--- src/rtl/disp_pkg.sv ---
// Shared types and constants for the serial 7-segment / LED display chain controller.
package disp_pkg;

    typedef enum logic [1:0] {
        PH_IDLE,
        PH_LO,
        PH_HI,
        PH_LAT
    } phase_t;

    typedef enum logic [1:0] {
        ST_IDLE,
        ST_SEG,
        ST_LED
    } ctrl_state_t;

    // Active-high gfedcba patterns, entry 0 is the rightmost element.
    localparam logic [15:0][6:0] HEX7_TABLE = {
        7'h71, 7'h79, 7'h5E, 7'h39, 7'h7C, 7'h77, 7'h6F, 7'h7F,
        7'h07, 7'h7D, 7'h6D, 7'h66, 7'h4F, 7'h5B, 7'h06, 7'h3F
    };

    localparam logic [7:0] BLANK_BYTE = 8'hFF;

    function automatic logic [7:0] seg_byte(input logic [3:0] nibble, input logic dp,
                                            input logic blank);
        seg_byte = blank ? BLANK_BYTE : ~{dp, HEX7_TABLE[nibble]};
    endfunction

endpackage

--- src/rtl/disp_serial_shifter.sv ---
// Single serial chain engine: shifts WIDTH bits MSB first with LO/HI clock phases,
// then pulses the latch enable. done is high during the final latch cycle.
module disp_serial_shifter
    import disp_pkg::*;
#(
    parameter int WIDTH   = 8,
    parameter int CLK_DIV = 2
) (
    input  logic             clk,
    input  logic             rst,
    input  logic             go,
    input  logic [WIDTH-1:0] vec,
    output logic             sclk,
    output logic             sdo,
    output logic             sen,
    output logic             done
);

    localparam int DIV_W = $clog2(CLK_DIV + 1);
    localparam int BIT_W = $clog2(WIDTH + 1);
    localparam logic [DIV_W-1:0] DIV_LAST = DIV_W'(CLK_DIV - 1);
    localparam logic [BIT_W-1:0] BIT_LAST = BIT_W'(WIDTH - 1);

    phase_t           phase;
    logic [DIV_W-1:0] div_cnt;
    logic [BIT_W-1:0] bit_cnt;
    logic [WIDTH-1:0] shreg;
    logic [WIDTH-1:0] shifted;
    logic             phase_end;

    assign phase_end = (div_cnt == DIV_LAST);
    assign shifted   = shreg << 1;
    assign done      = (phase == PH_LAT) && phase_end;

    // NOTE: non-blocking assignments only, so every register sees pre-edge values.
    always_ff @(posedge clk) begin
        if (rst) begin
            // NOTE: shreg stays out of reset; it is always loaded on go before use.
            phase   <= PH_IDLE;
            div_cnt <= '0;
            bit_cnt <= '0;
            sclk    <= 1'b0;
            sdo     <= 1'b0;
            sen     <= 1'b0;
        end else begin
            case (phase)
                PH_IDLE: begin
                    if (go) begin
                        shreg   <= vec;
                        sdo     <= vec[WIDTH-1];
                        div_cnt <= '0;
                        bit_cnt <= '0;
                        phase   <= PH_LO;
                    end
                end
                PH_LO: begin
                    if (phase_end) begin
                        div_cnt <= '0;
                        sclk    <= 1'b1;
                        phase   <= PH_HI;
                    end else begin
                        div_cnt <= div_cnt + 1'b1;
                    end
                end
                PH_HI: begin
                    if (phase_end) begin
                        div_cnt <= '0;
                        sclk    <= 1'b0;
                        if (bit_cnt == BIT_LAST) begin
                            sdo   <= 1'b0;
                            sen   <= 1'b1;
                            phase <= PH_LAT;
                        end else begin
                            bit_cnt <= bit_cnt + 1'b1;
                            shreg   <= shifted;
                            sdo     <= shifted[WIDTH-1];
                            phase   <= PH_LO;
                        end
                    end else begin
                        div_cnt <= div_cnt + 1'b1;
                    end
                end
                PH_LAT: begin
                    if (phase_end) begin
                        div_cnt <= '0;
                        sen     <= 1'b0;
                        phase   <= PH_IDLE;
                    end else begin
                        div_cnt <= div_cnt + 1'b1;
                    end
                end
                default: phase <= PH_IDLE;
            endcase
        end
    end

endmodule

--- src/rtl/disp_chain_ctrl.sv ---
// Display chain controller: snapshots digits/LEDs and drives the segment chain then the LED chain.
// Optional digit blinking is compiled in with the DISP_BLINK_EN macro.
module disp_chain_ctrl
    import disp_pkg::*;
#(
    parameter int N_DIGITS       = 8,
    parameter int LED_BITS       = 16,
    parameter int CLK_DIV        = 2,
    parameter int AUTO_REFRESH   = 1,
    parameter int REFRESH_CYCLES = 250000
) (
    input  logic                  clk,
    input  logic                  rst,
    input  logic                  start,
    input  logic [4*N_DIGITS-1:0] data,
    input  logic [N_DIGITS-1:0]   en,
    input  logic [N_DIGITS-1:0]   dot,
    input  logic [LED_BITS-1:0]   led,
`ifdef DISP_BLINK_EN
    input  logic [N_DIGITS-1:0]   blink,
`endif
    output logic                  busy,
    output logic                  done,
    output logic                  seg_clk,
    output logic                  seg_do,
    output logic                  seg_en,
    output logic                  led_clk,
    output logic                  led_do,
    output logic                  led_en,
    output logic                  seg_clr_n,
    output logic                  led_clr_n
);

    localparam int SEG_BITS = 8 * N_DIGITS;
    localparam int CNT_W    = $clog2(REFRESH_CYCLES + 1);
    localparam logic [CNT_W-1:0] REFRESH_LAST = CNT_W'(REFRESH_CYCLES - 1);

    ctrl_state_t         state;
    logic [CNT_W-1:0]    refresh_cnt;
    logic [LED_BITS-1:0] led_snap;
    logic [N_DIGITS-1:0] hide;
    logic [SEG_BITS-1:0] seg_vec;
    logic                auto_hit;
    logic                accept;
    logic                led_go;
    logic                seg_done;
    logic                led_done;

    assign auto_hit = (AUTO_REFRESH != 0) && (refresh_cnt == REFRESH_LAST);
    assign accept   = (state == ST_IDLE) && (start || auto_hit);
    assign led_go   = (state == ST_SEG) && seg_done;

`ifdef DISP_BLINK_EN
    logic       blink_on;
    logic [5:0] xfer_cnt;

    assign hide = ~en | (blink & {N_DIGITS{~blink_on}});

    // Phase flips after every 64th completed transfer; the counter wraps on its own.
    always_ff @(posedge clk) begin
        if (rst) begin
            blink_on <= 1'b1;
            xfer_cnt <= '0;
        end else if ((state == ST_LED) && led_done) begin
            xfer_cnt <= xfer_cnt + 1'b1;
            if (xfer_cnt == 6'd63) begin
                blink_on <= ~blink_on;
            end
        end
    end
`else
    assign hide = ~en;
`endif

    // NOTE: default assignment first so the digit loop can never infer a latch.
    always_comb begin
        seg_vec = '0;
        for (int i = 0; i < N_DIGITS; i++) begin
            seg_vec[8*i +: 8] = seg_byte(data[4*i +: 4], dot[i], hide[i]);
        end
    end

    always_ff @(posedge clk) begin
        if (rst) begin
            state       <= ST_IDLE;
            busy        <= 1'b0;
            done        <= 1'b0;
            refresh_cnt <= '0;
            seg_clr_n   <= 1'b0;
            led_clr_n   <= 1'b0;
        end else begin
            seg_clr_n <= 1'b1;
            led_clr_n <= 1'b1;
            done      <= 1'b0;
            case (state)
                ST_IDLE: begin
                    if (accept) begin
                        led_snap    <= led;
                        refresh_cnt <= '0;
                        busy        <= 1'b1;
                        state       <= ST_SEG;
                    end else begin
                        refresh_cnt <= refresh_cnt + 1'b1;
                    end
                end
                ST_SEG: begin
                    if (seg_done) begin
                        state <= ST_LED;
                    end
                end
                ST_LED: begin
                    if (led_done) begin
                        busy  <= 1'b0;
                        done  <= 1'b1;
                        state <= ST_IDLE;
                    end
                end
                default: state <= ST_IDLE;
            endcase
        end
    end

    // The segment image is captured straight into the shifter on accept; the LED
    // vector waits in led_snap until the segment chain has latched.
    disp_serial_shifter #(
        .WIDTH   (SEG_BITS),
        .CLK_DIV (CLK_DIV)
    ) u_seg_chain (
        .clk  (clk),
        .rst  (rst),
        .go   (accept),
        .vec  (seg_vec),
        .sclk (seg_clk),
        .sdo  (seg_do),
        .sen  (seg_en),
        .done (seg_done)
    );

    disp_serial_shifter #(
        .WIDTH   (LED_BITS),
        .CLK_DIV (CLK_DIV)
    ) u_led_chain (
        .clk  (clk),
        .rst  (rst),
        .go   (led_go),
        .vec  (led_snap),
        .sclk (led_clk),
        .sdo  (led_do),
        .sen  (led_en),
        .done (led_done)
    );

endmodule

--- config.mk ---
export PLATFORM = sky130hd
export DESIGN_NAME = disp_chain_ctrl
export DESIGN_NICKNAME = d
export VERILOG_FILES = /design/src/rtl/disp_pkg.sv /design/src/rtl/disp_serial_shifter.sv /design/src/rtl/disp_chain_ctrl.sv
export SDC_FILE = /design/constraint.sdc
export NUM_CORES = 1
export LEC_CHECK = 0
export CAP_MARGIN = 20
export CORE_MARGIN = 4
export CORE_UTILIZATION = 43
export DETAILED_ROUTE_END_ITERATION = 10
export HOLD_SLACK_MARGIN = 0.05
export PLACE_DENSITY = 0.59
export SYNTH_ARGS = -nofsm -noshare
export SYNTH_HDL_FRONTEND = slang
export SYNTH_SLANG_ARGS = --single-unit
--- constraint.sdc ---
create_clock -name clk -period 4.26 [get_ports clk]
set_input_delay 0.426 -clock clk [delete_from_list [all_inputs] [get_ports clk]]
set_output_delay 0.426 -clock clk [all_outputs]
set_load 0.05 [all_outputs]
==> flow_summary.json <==
{
  "status": "finished, final reports clean",
  "startpoint_type": "flip-flop",
  "clock_latency_ps": 420,
  "startpoint": "refresh_cnt[0]$_SDFFE_PP0P_",
  "synth_edf_count": 94,
  "post-route-period-util_pct": 71.5,
  "total_power_w": 0.00367,
  "p_int_w": 0.00276,
  "syn_nets": 927,
  "slew_viol_final": 0,
  "hpwl_mm": 11.5,
  "rsz0062_at_grt": "false",
  "postLayoutCellArea_um2": 9520,
  "worst_setup_path_end_kind": "flip-flop",
  "wire_per_inst_um": 14.6,
  "antenna_found_initial": 0,
  "pin_count": 77,
  "fin_tns_setup_ps": 0,
  "grt_pass1_vias": 5824,
  "max_freq_mhz": 328,
  "cts_made_buffers": 17,
  "synth_ff_type": "edfxtp_1",
  "fin_skew_ps": 5.19,
  "yosys_warnings": 0,
  "syn_inst": 811,
  "post-route-min-period_ps": 3050,
  "die_y_um": 144,
  "p_switching_w": 0.000904,
  "hold_path_class": "flip-flop to flip-flop",
  "final_common_cell": "nor2_1",
  "holdWs_ps": 459,
  "drc": 0,
  "vias": 5979,
  "drtIter0Drc": 257,
  "timing.rr.end": "u_seg_chain.shreg[18]$_DFFE_PP_",
  "seq_area_frac_synth_pct": 47.6,
  "grt_max_degree": 64,
  "power.leakage_nw": 3.46,
  "drt-total-wl_mm": 16.2,
  "post_cts.repair.setup_buffers": 0,
  "crit_arrival_ps": 3090,
  "post_cts_resized": 0,
  "syn2layout_area_growth_pct": 19.2,
  "grtUsageTotal_pct": 15.7,
  "ir_worst_vdd_mv": 0.196,
  "cts.sinks": 143,
  "r2r-start": "refresh_cnt[0]$_SDFFE_PP0P_",
  "max_cap_violations": 0,
  "pwr-share-seq_pct": 43.7,
  "cts.clk_slew.worst_paths_ps": 60,
  "p_clk_share_pct": 42.1,
  "final_antenna_net_count": 0,
  "setup_viol": 0,
  "postPlaceCellArea_um2": 8900,
  "r2r_slack_ps": 1210,
  "critPathCapture": "u_seg_chain.shreg[18]$_DFFE_PP_",
  "path_max_fanout": 63,
  "slew_headroom_pct": 39.1,
  "r2r_cells": 7,
  "tightest_slew_ps": 914,
  "firstDrtPassIters": 5,
  "htree_levels": 4,
  "viasPerCell": 5.41,
  "postCtsHoldBufs": 0,
  "syn_area_um2": 7990,
  "stdcell_count": 1105,
  "clk_path_buf_depth": 2,
  "final_nets": 979,
  "syn_area_per_cell_um2": 9.85,
  "yosysUniqueCellTypes": 62,
  "grt_overflow": 0,
  "required_ps": 4300,
  "path_class": "flip-flop to flip-flop",
  "grt_pass1_wl_mm": 26.8,
  "numPortBuffers": 76,
  "antenna_cells": 0,
  "cts-root-buf": "clkbuf_16",
  "ys_ff_latch": 143,
  "die_w_um": 144,
  "final_cell_mix": "nor2_1, edfxtp_1, clkdlybuf4s50_1, a31oi_1, a21oi_1",
  "drive_above_1_share_pct": 8.68,
  "dieArea_um2": 20800,
  "start_util_pct": 44.2,
  "place.gp.congestion": 0.856,
  "cts_tree": "yes",
  "place_inst": 1073,
  "powerDensity_nw_per_um2": 385,
  "rows": 49,
  "combPwrFrac_pct": 14.2,
  "async_flop_share_pct": 0,
  "core-area_um2": 18100,
  "hold_viol_final": 0,
  "swShare_pct": 24.7
}
[per-stage QoR]
stage | setup slack [ps] | utilization [%]
floorplan | 786 | -
global placement | 1320 | 49.2
detailed placement | 1240 | 49.2
CTS | 1210 | 52.6
global route | 930 | 52.6
finish | 1210 | 52.6
[registers in the layout, indices dropped and copies added (netlist names), 5 cells and up]
signal,flops
u_led_chain.shreg,15
u_seg_chain.bit_cnt,7
refresh_cnt,18
led_snap,16
u_led_chain.bit_cnt,5
u_seg_chain.shreg,63
[cell usage after synthesis, types with 6 or more instances]
cell	number	area (um^2)
nor2_1	134	503
edfxtp_1	94	2820
a31oi_1	61	382
a21oi_1	53	265
nand2_1	52	195
dfxtp_1	49	981
ha_1	49	613
inv_1	41	154
o21ai_0	28	140
clkbuf_1	23	86.3
buf_1	18	67.6
mux2_2	18	203
xor2_1	18	158
nand3_1	16	80.1
mux2i_1	11	110
nor2b_1	11	68.8
nand2b_1	10	62.6
a211oi_1	9	67.6
a41oi_1	9	78.8
nor3_1	8	40.0
nor3b_1	8	60.1
mux4_2	7	158
or3_1	7	43.8
and3_1	6	37.5
[cell families (layout without fill, tap and decap cells)]
group	count (synthesis)	in the layout	synth area share, %
and+or+nand+nor	276	276	16.4
AOI/OAI and AO/OA	192	192	15.4
DFF	143	143	47.6
buffers and inverters	92	157	4.48
adders and majority gates	49	49	7.68
muxes	36	36	5.89
xor gates and xnor gates	23	23	2.52
[worst min-delay path by stage]
stage                     slack [ps]                                 from                                  end  cells after the start
after floorplan                  420  u_seg_chain.div_cnt[1]$_SDFFE_PP0P_  u_seg_chain.div_cnt[1]$_SDFFE_PP0P_                      2
after global placement           440  u_seg_chain.div_cnt[1]$_SDFFE_PP0P_  u_seg_chain.div_cnt[1]$_SDFFE_PP0P_                      2
after detailed placement         450  u_seg_chain.div_cnt[1]$_SDFFE_PP0P_  u_seg_chain.div_cnt[1]$_SDFFE_PP0P_                      2
after CTS                        450  u_seg_chain.div_cnt[1]$_SDFFE_PP0P_  u_seg_chain.div_cnt[1]$_SDFFE_PP0P_                      2
after global routing             480  u_seg_chain.bit_cnt[6]$_SDFFE_PP0P_  u_seg_chain.bit_cnt[6]$_SDFFE_PP0P_                      1
final                            460  u_seg_chain.div_cnt[1]$_SDFFE_PP0P_  u_seg_chain.div_cnt[1]$_SDFFE_PP0P_                      2
[worst max-delay path, cell delays in order (launching register included)]
cell	delay [ps]
dfxtp_1	380
ha_1	260
nand4bb_1	130
nor4_2	360
a21oi_2	230
o32ai_4	400
and3_2	240
buf_4	630
[power groups by stage]
stage	Sequential [W]	Clock, W	Combinational (W)
6_report	0.00160	0.00154	0.000520
5_1_grt	0.00161	0.00164	0.000580
4_1_cts	0.00160	0.00158	0.000525
3_5_place_dp	0.00163	0	0.000524
3_3_place_gp	0.00163	0	0.000507
2_1_floorplan	0.00165	0	0.000328
[metal layers]
layer,GRT usage [%],vias to the layer above,wire length (um)
met2,26.1,99,7920
li1,-,3042,-
met5,0,-,0
met1,20.4,2823,7480
met4,5.25,0,199
met3,3.51,15,591
[layout make-up]
type | instances | area (um^2)
Fill cell | 1599 | 8570
Multi-Input combinational cell | 576 | 3840
Sequential cell | 143 | 3800
Timing Repair Buffer | 82 | 806
Clock buffer | 17 | 425
Tap cell | 229 | 287
Clock inverter | 15 | 195
Inverter | 43 | 161
No activity file was read; power rests on OpenSTA's default activity.
